===== config.mk =====
export PLATFORM = sky130hd
export DESIGN_NAME = axi_ni_response_depacketizer_flat
export DESIGN_NICKNAME = d
export VERILOG_FILES = /design/src/rtl/axi_ni_response_depacketizer_pkg.sv /design/src/rtl/axi_ni_response_depacketizer_if.sv /design/src/rtl/ni_flit_header_decoder.sv /design/src/rtl/axi_ni_response_depacketizer.sv /design/src/flat_wrapper.sv
export SDC_FILE = /design/constraint.sdc
export NUM_CORES = 1
export LEC_CHECK = 0
export BUFFER_PORTS_ARGS = -buffer_cell sky130_fd_sc_hd__buf_2
export CORE_MARGIN = 1.5
export CORE_UTILIZATION = 50
export CTS_CLUSTER_SIZE = 24
export DETAILED_ROUTE_END_ITERATION = 10
export PLACE_DENSITY = 0.77
export SLEW_MARGIN = 20
export SYNTH_ARGS = -nofsm -noshare
export SYNTH_HDL_FRONTEND = slang
export SYNTH_SLANG_ARGS = --single-unit
export TNS_END_PERCENT = 1

===== constraint.sdc =====
create_clock -name clock -period 2.75 [get_ports clock]
set_input_delay 0.275 -clock clock [delete_from_list [all_inputs] [get_ports clock]]
set_output_delay 0.275 -clock clock [all_outputs]
set_load 0.01 [all_outputs]

===== src/rtl/axi_ni_response_depacketizer_pkg.sv =====
// Shared NI response definitions: flit type codes, response codes, header field offsets
// and the widths used by the response depacketizer and its header decoder.
package axi_ni_response_depacketizer_pkg;

   localparam int FTYPEWD          = 2;
   localparam int FLIT_WIDTH       = 32;
   localparam int BASE_WIDTH       = FLIT_WIDTH - FTYPEWD;
   localparam int AXIRDATAWD       = 32;
   localparam int FLITS_PER_BEAT   = (AXIRDATAWD + BASE_WIDTH - 1) / BASE_WIDTH;
   localparam int LENWD            = 8;
   localparam int FCNT_W           = $clog2(FLITS_PER_BEAT) + 1;
   localparam int PACKETTRANSIDWD  = 8;
   localparam int PACKETRESPONSEWD = 2;
   localparam int PACKETREADDATAWD = AXIRDATAWD;

   localparam int HDR_ID_LSB   = 0;
   localparam int HDR_RESP_LSB = HDR_ID_LSB + PACKETTRANSIDWD;
   localparam int HDR_READ_BIT = HDR_RESP_LSB + PACKETRESPONSEWD;
   localparam int HDR_LOCK_BIT = HDR_READ_BIT + 1;
   localparam int HDR_LEN_LSB  = HDR_LOCK_BIT + 1;

   localparam logic [PACKETRESPONSEWD-1:0] PACKETRESPDVA = 2'b01;
   localparam logic [PACKETRESPONSEWD-1:0] PACKETRESPERR = 2'b11;

   typedef enum logic [FTYPEWD-1:0] {
      FT_HEADER     = 2'b00,
      FT_PAYLOAD    = 2'b01,
      FT_TAIL       = 2'b10,
      FT_HEADERTAIL = 2'b11
   } ftype_e;

   typedef enum logic [1:0] {
      ST_IDLE = 2'b00,
      ST_DATA = 2'b01,
      ST_HOLD = 2'b10
   } state_e;

   typedef struct packed {
      logic [LENWD-1:0]            len;
      logic                        locked;
      logic                        is_read;
      logic [PACKETRESPONSEWD-1:0] resp;
      logic [PACKETTRANSIDWD-1:0]  id;
   } hdr_t;

endpackage


===== src/rtl/axi_ni_response_depacketizer_if.sv =====
// Flit channel from the NI input buffer into the response depacketizer.
interface axi_ni_response_depacketizer_if;
   import axi_ni_response_depacketizer_pkg::*;

   logic [FLIT_WIDTH-1:0] flit_in;
   logic                  flit_in_valid;
   logic                  flit_in_ready;

   modport master (output flit_in, output flit_in_valid, input  flit_in_ready);
   modport slave  (input  flit_in, input  flit_in_valid, output flit_in_ready);

endinterface


===== src/rtl/ni_flit_header_decoder.sv =====
// Combinational split of a response flit into type, payload and header fields.
module ni_flit_header_decoder
   import axi_ni_response_depacketizer_pkg::*;
(
   input  logic [FLIT_WIDTH-1:0] flit,
   output ftype_e                ftype,
   output logic [BASE_WIDTH-1:0] payload,
   output hdr_t                  hdr
);

   assign ftype   = ftype_e'(flit[FLIT_WIDTH-1 -: FTYPEWD]);
   assign payload = flit[BASE_WIDTH-1:0];

   assign hdr.id      = payload[HDR_ID_LSB +: PACKETTRANSIDWD];
   assign hdr.resp    = payload[HDR_RESP_LSB +: PACKETRESPONSEWD];
   assign hdr.is_read = payload[HDR_READ_BIT];
   assign hdr.locked  = payload[HDR_LOCK_BIT];
   assign hdr.len     = payload[HDR_LEN_LSB +: LENWD];

endmodule


===== src/rtl/axi_ni_response_depacketizer.sv =====
// Initiator-NI receive stage: rebuilds AXI R/B response beats from NoC flits and holds
// each beat toward the pin mask until the master accepts it.
module axi_ni_response_depacketizer
   import axi_ni_response_depacketizer_pkg::*;
(
   input  logic                          clock,
   input  logic                          reset,
   axi_ni_response_depacketizer_if.slave flit_if,
   input  logic                          RREADY,
   input  logic                          BREADY,
   output logic                          mask_response,
   output logic [PACKETRESPONSEWD-1:0]   received_response,
   output logic [PACKETREADDATAWD-1:0]   received_data,
   output logic [PACKETTRANSIDWD-1:0]    received_id,
   output logic                          packet_type_is_read,
   output logic                          message_is_locked,
   output logic                          RLAST,
   output logic                          protocol_error
);

   ftype_e                      ftype_s;
   logic [BASE_WIDTH-1:0]       payload_s;
   hdr_t                        hdr_s;

   state_e                      state_r,    state_s;
   logic [LENWD-1:0]            beat_cnt_r, beat_cnt_s;
   logic [FCNT_W-1:0]           flit_cnt_r, flit_cnt_s;
   logic [LENWD-1:0]            len_r,      len_s;
   logic [PACKETTRANSIDWD-1:0]  id_r,       id_s;
   logic [PACKETRESPONSEWD-1:0] resp_r,     resp_s;
   logic                        is_read_r,  is_read_s;
   logic                        locked_r,   locked_s;
   logic [AXIRDATAWD-1:0]       data_r,     data_s;
   logic                        rlast_r,    rlast_s;
   logic                        perr_r,     perr_s;
   logic                        mask_r,     mask_s;
   logic                        ready_r,    ready_s;

   logic                        accept_s;
   logic                        pop_s;
   logic                        last_flit_s;
   logic                        last_beat_s;
   logic [AXIRDATAWD-1:0]       slice_s;

   ni_flit_header_decoder u_hdr_dec (
      .flit    (flit_if.flit_in),
      .ftype   (ftype_s),
      .payload (payload_s),
      .hdr     (hdr_s)
   );

   // Next-state and holding-register update for the receive FSM.
   always_comb begin
      state_s    = state_r;
      beat_cnt_s = beat_cnt_r;
      flit_cnt_s = flit_cnt_r;
      len_s      = len_r;
      id_s       = id_r;
      resp_s     = resp_r;
      is_read_s  = is_read_r;
      locked_s   = locked_r;
      data_s     = data_r;
      rlast_s    = rlast_r;
      perr_s     = perr_r;

      accept_s    = flit_if.flit_in_valid & ready_r;
      pop_s       = (is_read_r & RREADY) | (~is_read_r & BREADY);
      last_flit_s = (flit_cnt_r == FCNT_W'(FLITS_PER_BEAT - 1));
      last_beat_s = (beat_cnt_r == len_r);
      // Slices beyond the data width shift out and are dropped.
      slice_s     = data_r | (AXIRDATAWD'(payload_s) << (32'(flit_cnt_r) * BASE_WIDTH));

      case (state_r)
         ST_IDLE: begin
            if (accept_s && ftype_s == FT_HEADERTAIL && !hdr_s.is_read) begin
               id_s      = hdr_s.id;
               resp_s    = hdr_s.resp;
               is_read_s = 1'b0;
               locked_s  = hdr_s.locked;
               len_s     = hdr_s.len;
               data_s    = '0;
               rlast_s   = 1'b1;
               state_s   = ST_HOLD;
            end else if (accept_s && ftype_s == FT_HEADER && hdr_s.is_read) begin
               id_s       = hdr_s.id;
               resp_s     = hdr_s.resp;
               is_read_s  = 1'b1;
               locked_s   = hdr_s.locked;
               len_s      = hdr_s.len;
               data_s     = '0;
               rlast_s    = 1'b0;
               beat_cnt_s = '0;
               flit_cnt_s = '0;
               state_s    = ST_DATA;
            end else if (accept_s) begin
               perr_s = 1'b1;
            end else begin
               state_s = ST_IDLE;
            end
         end
         ST_DATA: begin
            if (accept_s) begin
               case (ftype_s)
                  FT_PAYLOAD, FT_TAIL: begin
                     data_s = slice_s;
                     if (ftype_s == FT_TAIL && !(last_flit_s && last_beat_s)) begin
                        perr_s  = 1'b1;
                        resp_s  = PACKETRESPERR;
                        rlast_s = 1'b1;
                        state_s = ST_HOLD;
                     end else if (last_flit_s) begin
                        rlast_s = last_beat_s;
                        perr_s  = perr_r | (last_beat_s & (ftype_s == FT_PAYLOAD));
                        state_s = ST_HOLD;
                     end else begin
                        flit_cnt_s = flit_cnt_r + FCNT_W'(1);
                     end
                  end
                  default: perr_s = 1'b1;
               endcase
            end else begin
               state_s = ST_DATA;
            end
         end
         ST_HOLD: begin
            if (pop_s && rlast_r) begin
               state_s = ST_IDLE;
            end else if (pop_s) begin
               beat_cnt_s = beat_cnt_r + LENWD'(1);
               flit_cnt_s = '0;
               data_s     = '0;
               state_s    = ST_DATA;
            end else begin
               state_s = ST_HOLD;
            end
         end
         default: state_s = ST_IDLE;
      endcase

      // A held beat blocks the flit channel and unmasks the response pins.
      mask_s  = (state_s != ST_HOLD);
      ready_s = (state_s != ST_HOLD);
   end

   // State, counters and output holding registers.
   always_ff @(posedge clock or posedge reset) begin
      if (reset) begin
         state_r    <= ST_IDLE;
         beat_cnt_r <= '0;
         flit_cnt_r <= '0;
         len_r      <= '0;
         id_r       <= '0;
         resp_r     <= '0;
         is_read_r  <= 1'b0;
         locked_r   <= 1'b0;
         data_r     <= '0;
         rlast_r    <= 1'b0;
         perr_r     <= 1'b0;
         mask_r     <= 1'b1;
         ready_r    <= 1'b1;
      end else begin
         state_r    <= state_s;
         beat_cnt_r <= beat_cnt_s;
         flit_cnt_r <= flit_cnt_s;
         len_r      <= len_s;
         id_r       <= id_s;
         resp_r     <= resp_s;
         is_read_r  <= is_read_s;
         locked_r   <= locked_s;
         data_r     <= data_s;
         rlast_r    <= rlast_s;
         perr_r     <= perr_s;
         mask_r     <= mask_s;
         ready_r    <= ready_s;
      end
   end

   assign flit_if.flit_in_ready = ready_r;
   assign mask_response         = mask_r;
   assign received_response     = resp_r;
   assign received_data         = data_r;
   assign received_id           = id_r;
   assign packet_type_is_read   = is_read_r;
   assign message_is_locked     = locked_r;
   assign RLAST                 = rlast_r;
   assign protocol_error        = perr_r;

endmodule

===== src/flat_wrapper.sv =====
// flat-port wrapper written by rule: the top's interface ports become plain ports
module axi_ni_response_depacketizer_flat import axi_ni_response_depacketizer_pkg::*;
  (clock, reset, RREADY, BREADY, mask_response, received_response, received_data, received_id, packet_type_is_read, message_is_locked, RLAST, protocol_error, flit_if_flit_in, flit_if_flit_in_valid, flit_if_flit_in_ready);
  axi_ni_response_depacketizer_if flit_if_i ();
  input  logic clock;
  input  logic reset;
  input  logic RREADY;
  input  logic BREADY;
  output logic mask_response;
  output logic [PACKETRESPONSEWD-1:0] received_response;
  output logic [PACKETREADDATAWD-1:0] received_data;
  output logic [PACKETTRANSIDWD-1:0] received_id;
  output logic packet_type_is_read;
  output logic message_is_locked;
  output logic RLAST;
  output logic protocol_error;
  input wire logic [$bits(flit_if_i.flit_in)-1:0] flit_if_flit_in;
  input wire logic [$bits(flit_if_i.flit_in_valid)-1:0] flit_if_flit_in_valid;
  output wire logic [$bits(flit_if_i.flit_in_ready)-1:0] flit_if_flit_in_ready;
  assign flit_if_i.flit_in = flit_if_flit_in;
  assign flit_if_i.flit_in_valid = flit_if_flit_in_valid;
  assign flit_if_flit_in_ready = flit_if_i.flit_in_ready;
  axi_ni_response_depacketizer u_core (.clock(clock), .reset(reset), .flit_if(flit_if_i), .RREADY(RREADY), .BREADY(BREADY), .mask_response(mask_response), .received_response(received_response), .received_data(received_data), .received_id(received_id), .packet_type_is_read(packet_type_is_read), .message_is_locked(message_is_locked), .RLAST(RLAST), .protocol_error(protocol_error));
endmodule

# Word-level counts from Yosys, hierarchy flattened
# Index checks and enable logic that the tools add are counted.
dict set report totals {
  ff_bits 67
  in_bits 37
  out_inout_bits 48
  word_cells 129
}
dict set report classes {
  n_mul 1
  eq_ne 22
  shifts 1
  addsub 2
  muxes 60
  n_reduce_logical 23
  bitwise_logic 8
}
# cell count
set op_table {}
lappend op_table {{two-way mux 32 bit} 6}
lappend op_table {{one-hot mux 32 bit (3 select lines)} 1}
lappend op_table {{two-way mux 8 bit} 8}
lappend op_table {{two-way mux 2 bit} 22}
lappend op_table {{bitwise OR 32 bit} 1}
lappend op_table {{left shift 30 x 7 -> 32 bit} 1}
lappend op_table {{two-way mux 1 bit} 17}
lappend op_table {{one-hot mux 8 bit (2 select lines)} 1}
lappend op_table {{AND reduction 5 bit} 3}
lappend op_table {{!= test 2 bit, second input constant} 7}
lappend op_table {{one-hot mux 2 bit (3 select lines)} 2}
lappend op_table {{AND reduction 6 bit} 2}
lappend op_table {{!= test 2 x 1 -> 1 bit, second input constant} 5}
lappend op_table {{AND reduction 9 bit} 1}
lappend op_table {{adder 8 x 1 -> 8 bit, second input constant} 1}
lappend op_table {{== test 8 bit} 1}
lappend op_table {{logical AND 1 bit} 7}
lappend op_table {{== test 2 x 1 -> 1 bit, second input constant} 3}
lappend op_table {{== test 2 bit, second input constant} 3}
lappend op_table {{multiplier 2 x 4 -> 6 bit, second input constant} 1}
lappend op_table {{!= test 3 x 1 -> 1 bit, second input constant} 2}
lappend op_table {{nonzero test 2 bit} 3}
lappend op_table {{bitwise AND 1 bit} 4}
lappend op_table {{logical NOT 2 bit} 2}
lappend op_table {{other kinds (10)} 13}

# Depth between registers and ports, before layout
dict set report logic_depth {
  depth_word 9
  ltp_mapped 12
  mapped_depth_nobuf 7
}

# Cells and area by module
# Synthesis repeated with hierarchy kept, for this count alone.
dict set report hier_totals {
  hier_cells 416
  area_unflattened_um2 4371.7
}
# module cells_each seq_area_each_um2 area_per_inst_um2 n_inst
set modules_own_cells {}
lappend modules_own_cells {axi_ni_response_depacketizer 364 1677.9 3981.3 1}
lappend modules_own_cells {ni_flit_header_decoder 52 0.0 390.4 1}

# Worst setup path after synthesis
# No wires, ideal clock.
dict set report synth_timing {
  path_kind {register -> register}
  start {register u_core.flit_cnt_r[0]}
  end {register u_core.data_r[13] (netlist: u_core.received_data[13])}
  path_stages_with_launch 11
  setup_slack_ps 353
  period_less_slack_ps 2397
  required_time_ps 2631
  setup_ps 119
  n_path_buf 5
  arrival_time_ps 2278
  cell_sequence {dfrtp_1 > buf_2 > buf_4 > buf_4 > inv_1 > ha_1 > buf_2 > clkbuf_1 > mux2_2 > a31oi_1 > nor2_1}
}
dict set report synth_between {
  elab_chain_cells 6
}
# item line_no
set synth_lines {}
lappend synth_lines {{start, declared} axi_ni_response_depacketizer.sv:27} ;# logic [FCNT_W-1:0] flit_cnt_r, flit_cnt_s;
lappend synth_lines {{start signal, assigned} axi_ni_response_depacketizer.sv:164} ;# flit_cnt_r <= flit_cnt_s;
lappend synth_lines {{multiplier 2 x 4 -> 6 bit} axi_ni_response_depacketizer.sv:71} ;# slice_s = data_r | (AXIRDATAWD'(payload_s) << (32'(flit_cnt_r) * BASE_WIDTH));
lappend synth_lines {{left shift 30 x 7 -> 32 bit} axi_ni_response_depacketizer.sv:71}
lappend synth_lines {{bitwise OR 32 bit} axi_ni_response_depacketizer.sv:71}
lappend synth_lines {{two-way mux 32 bit} axi_ni_response_depacketizer.sv:103} ;# case (ftype_s)
lappend synth_lines {{two-way mux 32 bit} axi_ni_response_depacketizer.sv:102} ;# if (accept_s) begin
lappend synth_lines {{one-hot mux 32 bit (3 select lines)} axi_ni_response_depacketizer.sv:73} ;# case (state_r)
lappend synth_lines {{end signal, assigned} axi_ni_response_depacketizer.sv:170} ;# data_r <= data_s;
lappend synth_lines {{end, declared} axi_ni_response_depacketizer.sv:33} ;# logic [AXIRDATAWD-1:0] data_r, data_s;
# Every way passes these cells. The select of a mux whose other input is x is not followed.
# A chain may end at the register's enable or synchronous reset.

# Worst setup path after layout
dict set report layout_timing {
  start {register u_core.flit_cnt_r[0]}
  end {register u_core.data_r[31] (netlist: u_core.received_data[31])}
}
# Same word-level chain as after synthesis.

==> metrics.yaml <==
status: "finished clean"
dr.pass1.iters: 4
final.setup_skew_ps: 7.46
cts-root-buf: "clkbuf_8"
grt_max_degree: 42
layout-drive-gt1-share: 0.311
row_count: 32
synthSimpleGateAreaFrac: 0.148
setup_viol: 0
fp.dieH_um: 92.2
grt_first_pass_wirelength_um: 16100
ys_warn_count: 0
ir_drop_v: 0.000368
relSlewSlack: 0.478
via_per_inst: 5.80
seqCellArea_um2: 1680
synthFlopType: "dfrtp_1"
antennaDiodeCount: 0
synth-seq-area-share: 0.421
hpwl_um: 6980
clkSinkCount: 67
synthCells: 401
path_class: "reg -> reg"
grt_pass1_vias: 3306
hold_viol: 0
crit_fanout: 15
grt.overflow.total: 0
synth_seq_cells: 67
rr_worst_depth: 7
synth_top_family_by_area: "multiplexers"
synth_xor_area_frac: 0.0308
io_buffers: 84
drt_iter0_drc: 148
layout_commonest_cell: "buf_2"
vias: 3371
synth_compound_gate_area_share: 0.139
grt_util_all_layers: 0.241
wire_per_inst_um: 16.6
start_kind: "register"
worstHoldPathType: "in -> async"
drc: 0
path_clk_slew_ps: 70
die-area_um2: 8510
cts_buffer_depth: 2
required_ps: 2970
ant_nets: 0
clk_latency_ps: 350
cts_htree_levels: 3
p_leak_nw: 2.26
cts_tree: "done"
slew_viol_final: 0
avgSynthCellArea_um2: 9.93
gp_congestion: 0.897
ys_types: 53
syn_nets: 447
syn2layout_area_growth_pct: 16.1
cts_setup_buffers: 0
synth_mux_area_frac: 0.179
fillers: 697
core_area_um2: 7730
worst_slew_pin_slew_ps: 782
fmax_mhz: 440
hold_buffers: 0
setup_tns_ps: 0
cts_resized: 0
drv_cap: 0
rsz0062_at_grt: "false"
layout_common_cells: "buf_2 (84), dfrtp_1 (65), nor2_1 (61)"
synth-adder-area-share: 0.0283
min_period_ps: 2270
cts_buffers: 9
synth_enable_flop_cells: 0
die_width_um: 92.2
nets: 522
antenna_found_initial: 0
start_util: 0.515
synthArstFlopShare: 1.00
end_kind: "register"
syn_area_um2: 3980
io-pin-count: 85
cellPowerDensity_nw_per_um2: 1120
routed_wl_um: 9670
multiInputGateArea_um2: 2100
timing.final.crit_share: 0.827
cp.arrival_ps: 2490
finalPower_w: 0.00519
logic make-up after synthesis:
logic type               Yosys count
AND/OR/NAND/NOR                  123
XOR/XNOR                          14
AO/OA/AOI/OAI                     81
buffers and inverters             43
multiplexers                      64
adder cells (fa/ha/maj)            9
flip-flops                        67
worst max-delay path, cell delays in order, from the launching register on:
cell and delay (ps):
dfrtp_2 350, inv_1 110, ha_1 640, mux2_2 420
a22oi_1 230, a21oi_1 110, a31oi_1 210, nor2_1 60
where the power goes:
group          internal, W  switching, W  total (W)
sequential         0.00135      0.000284    0.00163
clock             0.000431      0.000365   0.000796
combinational      0.00121       0.00155    0.00276
total              0.00299       0.00220    0.00519
layer usage:
metal	track usage	vias to the layer above	share of wire
met5	0	-	0
met4	0.100	0	0.023
met3	0.0522	22	0.059
met2	0.376	108	0.47
met1	0.324	1648	0.44
li1	-	1593	-
path summary, 6_finish.rpt:
| check | start | end | slack, ps |
|---|---|---|---|
| setup / recovery | u_core.flit_cnt_r[0]$_DFFE_PP0P_ | u_core.received_data[31]$_DFFE_PP0P_ | 480 |
| hold / removal | reset | u_core.beat_cnt_r[5]$_DFFE_PP0P_ | 70 |
| setup reg to reg | u_core.flit_cnt_r[0]$_DFFE_PP0P_ | u_core.received_data[31]$_DFFE_PP0P_ | 480 |
| hold reg to reg | u_core.protocol_error$_DFFE_PP0P_ | u_core.protocol_error$_DFFE_PP0P_ | 490 |
| max in group asynchronous | reset | u_core.received_data[28]$_DFFE_PP0P_ | 1950 |
| min in group clock | flit_if_flit_in[15] | u_core.len_r[3]$_DFFE_PP0P_ | 200 |
flip-flops by register name (all words and copies together), names as in the netlist:
register / flops
u_core.message_is_locked: 1
u_core.protocol_error: 1
u_core.len_r: 8
u_core.mask_response: 1
u_core.RLAST: 1
u_core.packet_type_is_read: 1
u_core.flit_cnt_r: 2
u_core.state_r: 2
u_core.received_response: 2
u_core.beat_cnt_r: 8
u_core.received_data: 32
u_core.received_id: 8
metrics by stage:
step | instances | utilization | setup WS [ps] | hold WS [ps] | cell area, um2
finish | 581 | 0.598 | 477 | 66.8 | 4620
global route | 581 | 0.598 | 330 | 129 | 4620
CTS | 581 | 0.598 | 503 | 85.4 | 4620
detailed placement | 567 | 0.575 | 513 | 460 | 4440
global placement | 567 | 0.575 | 657 | 452 | 4440
floorplan | 401 | - | 353 | 398 | 3980
Yosys cell counts, types with 3 or more instances:
cell type | count | share of area
nand4_1 | 5 | 0.0079
mux2_2 | 32 | 0.091
mux2i_1 | 28 | 0.070
xnor2_1 | 8 | 0.018
a22oi_1 | 4 | 0.0075
buf_4 | 10 | 0.019
o21ai_1 | 4 | 0.0050
a41oi_1 | 4 | 0.0088
o22ai_1 | 4 | 0.0063
nor2b_1 | 5 | 0.0079
o2111ai_1 | 3 | 0.0066
ha_1 | 9 | 0.028
nand2_1 | 23 | 0.022
o21ai_0 | 5 | 0.0063
a21oi_1 | 15 | 0.019
clkbuf_1 | 9 | 0.0085
buf_2 | 8 | 0.010
dfrtp_1 | 66 | 0.41
nor2_1 | 61 | 0.058
or3_1 | 4 | 0.0063
nor3_1 | 5 | 0.0063
a31oi_1 | 25 | 0.039
inv_1 | 15 | 0.014
and3_1 | 5 | 0.0079
xor2_1 | 6 | 0.013
nand2b_1 | 3 | 0.0047
cell type report:
cell class / instances / area share
timing repair buffer: 92 / 0.104
multi-input combinational: 291 / 0.454
tap: 102 / 0.0276
inverter: 15 / 0.0122
clock buffer: 11 / 0.0306
clock inverter: 3 / 0.00866
sequential: 67 / 0.363
No activity file was read; power rests on OpenSTA's default activity.
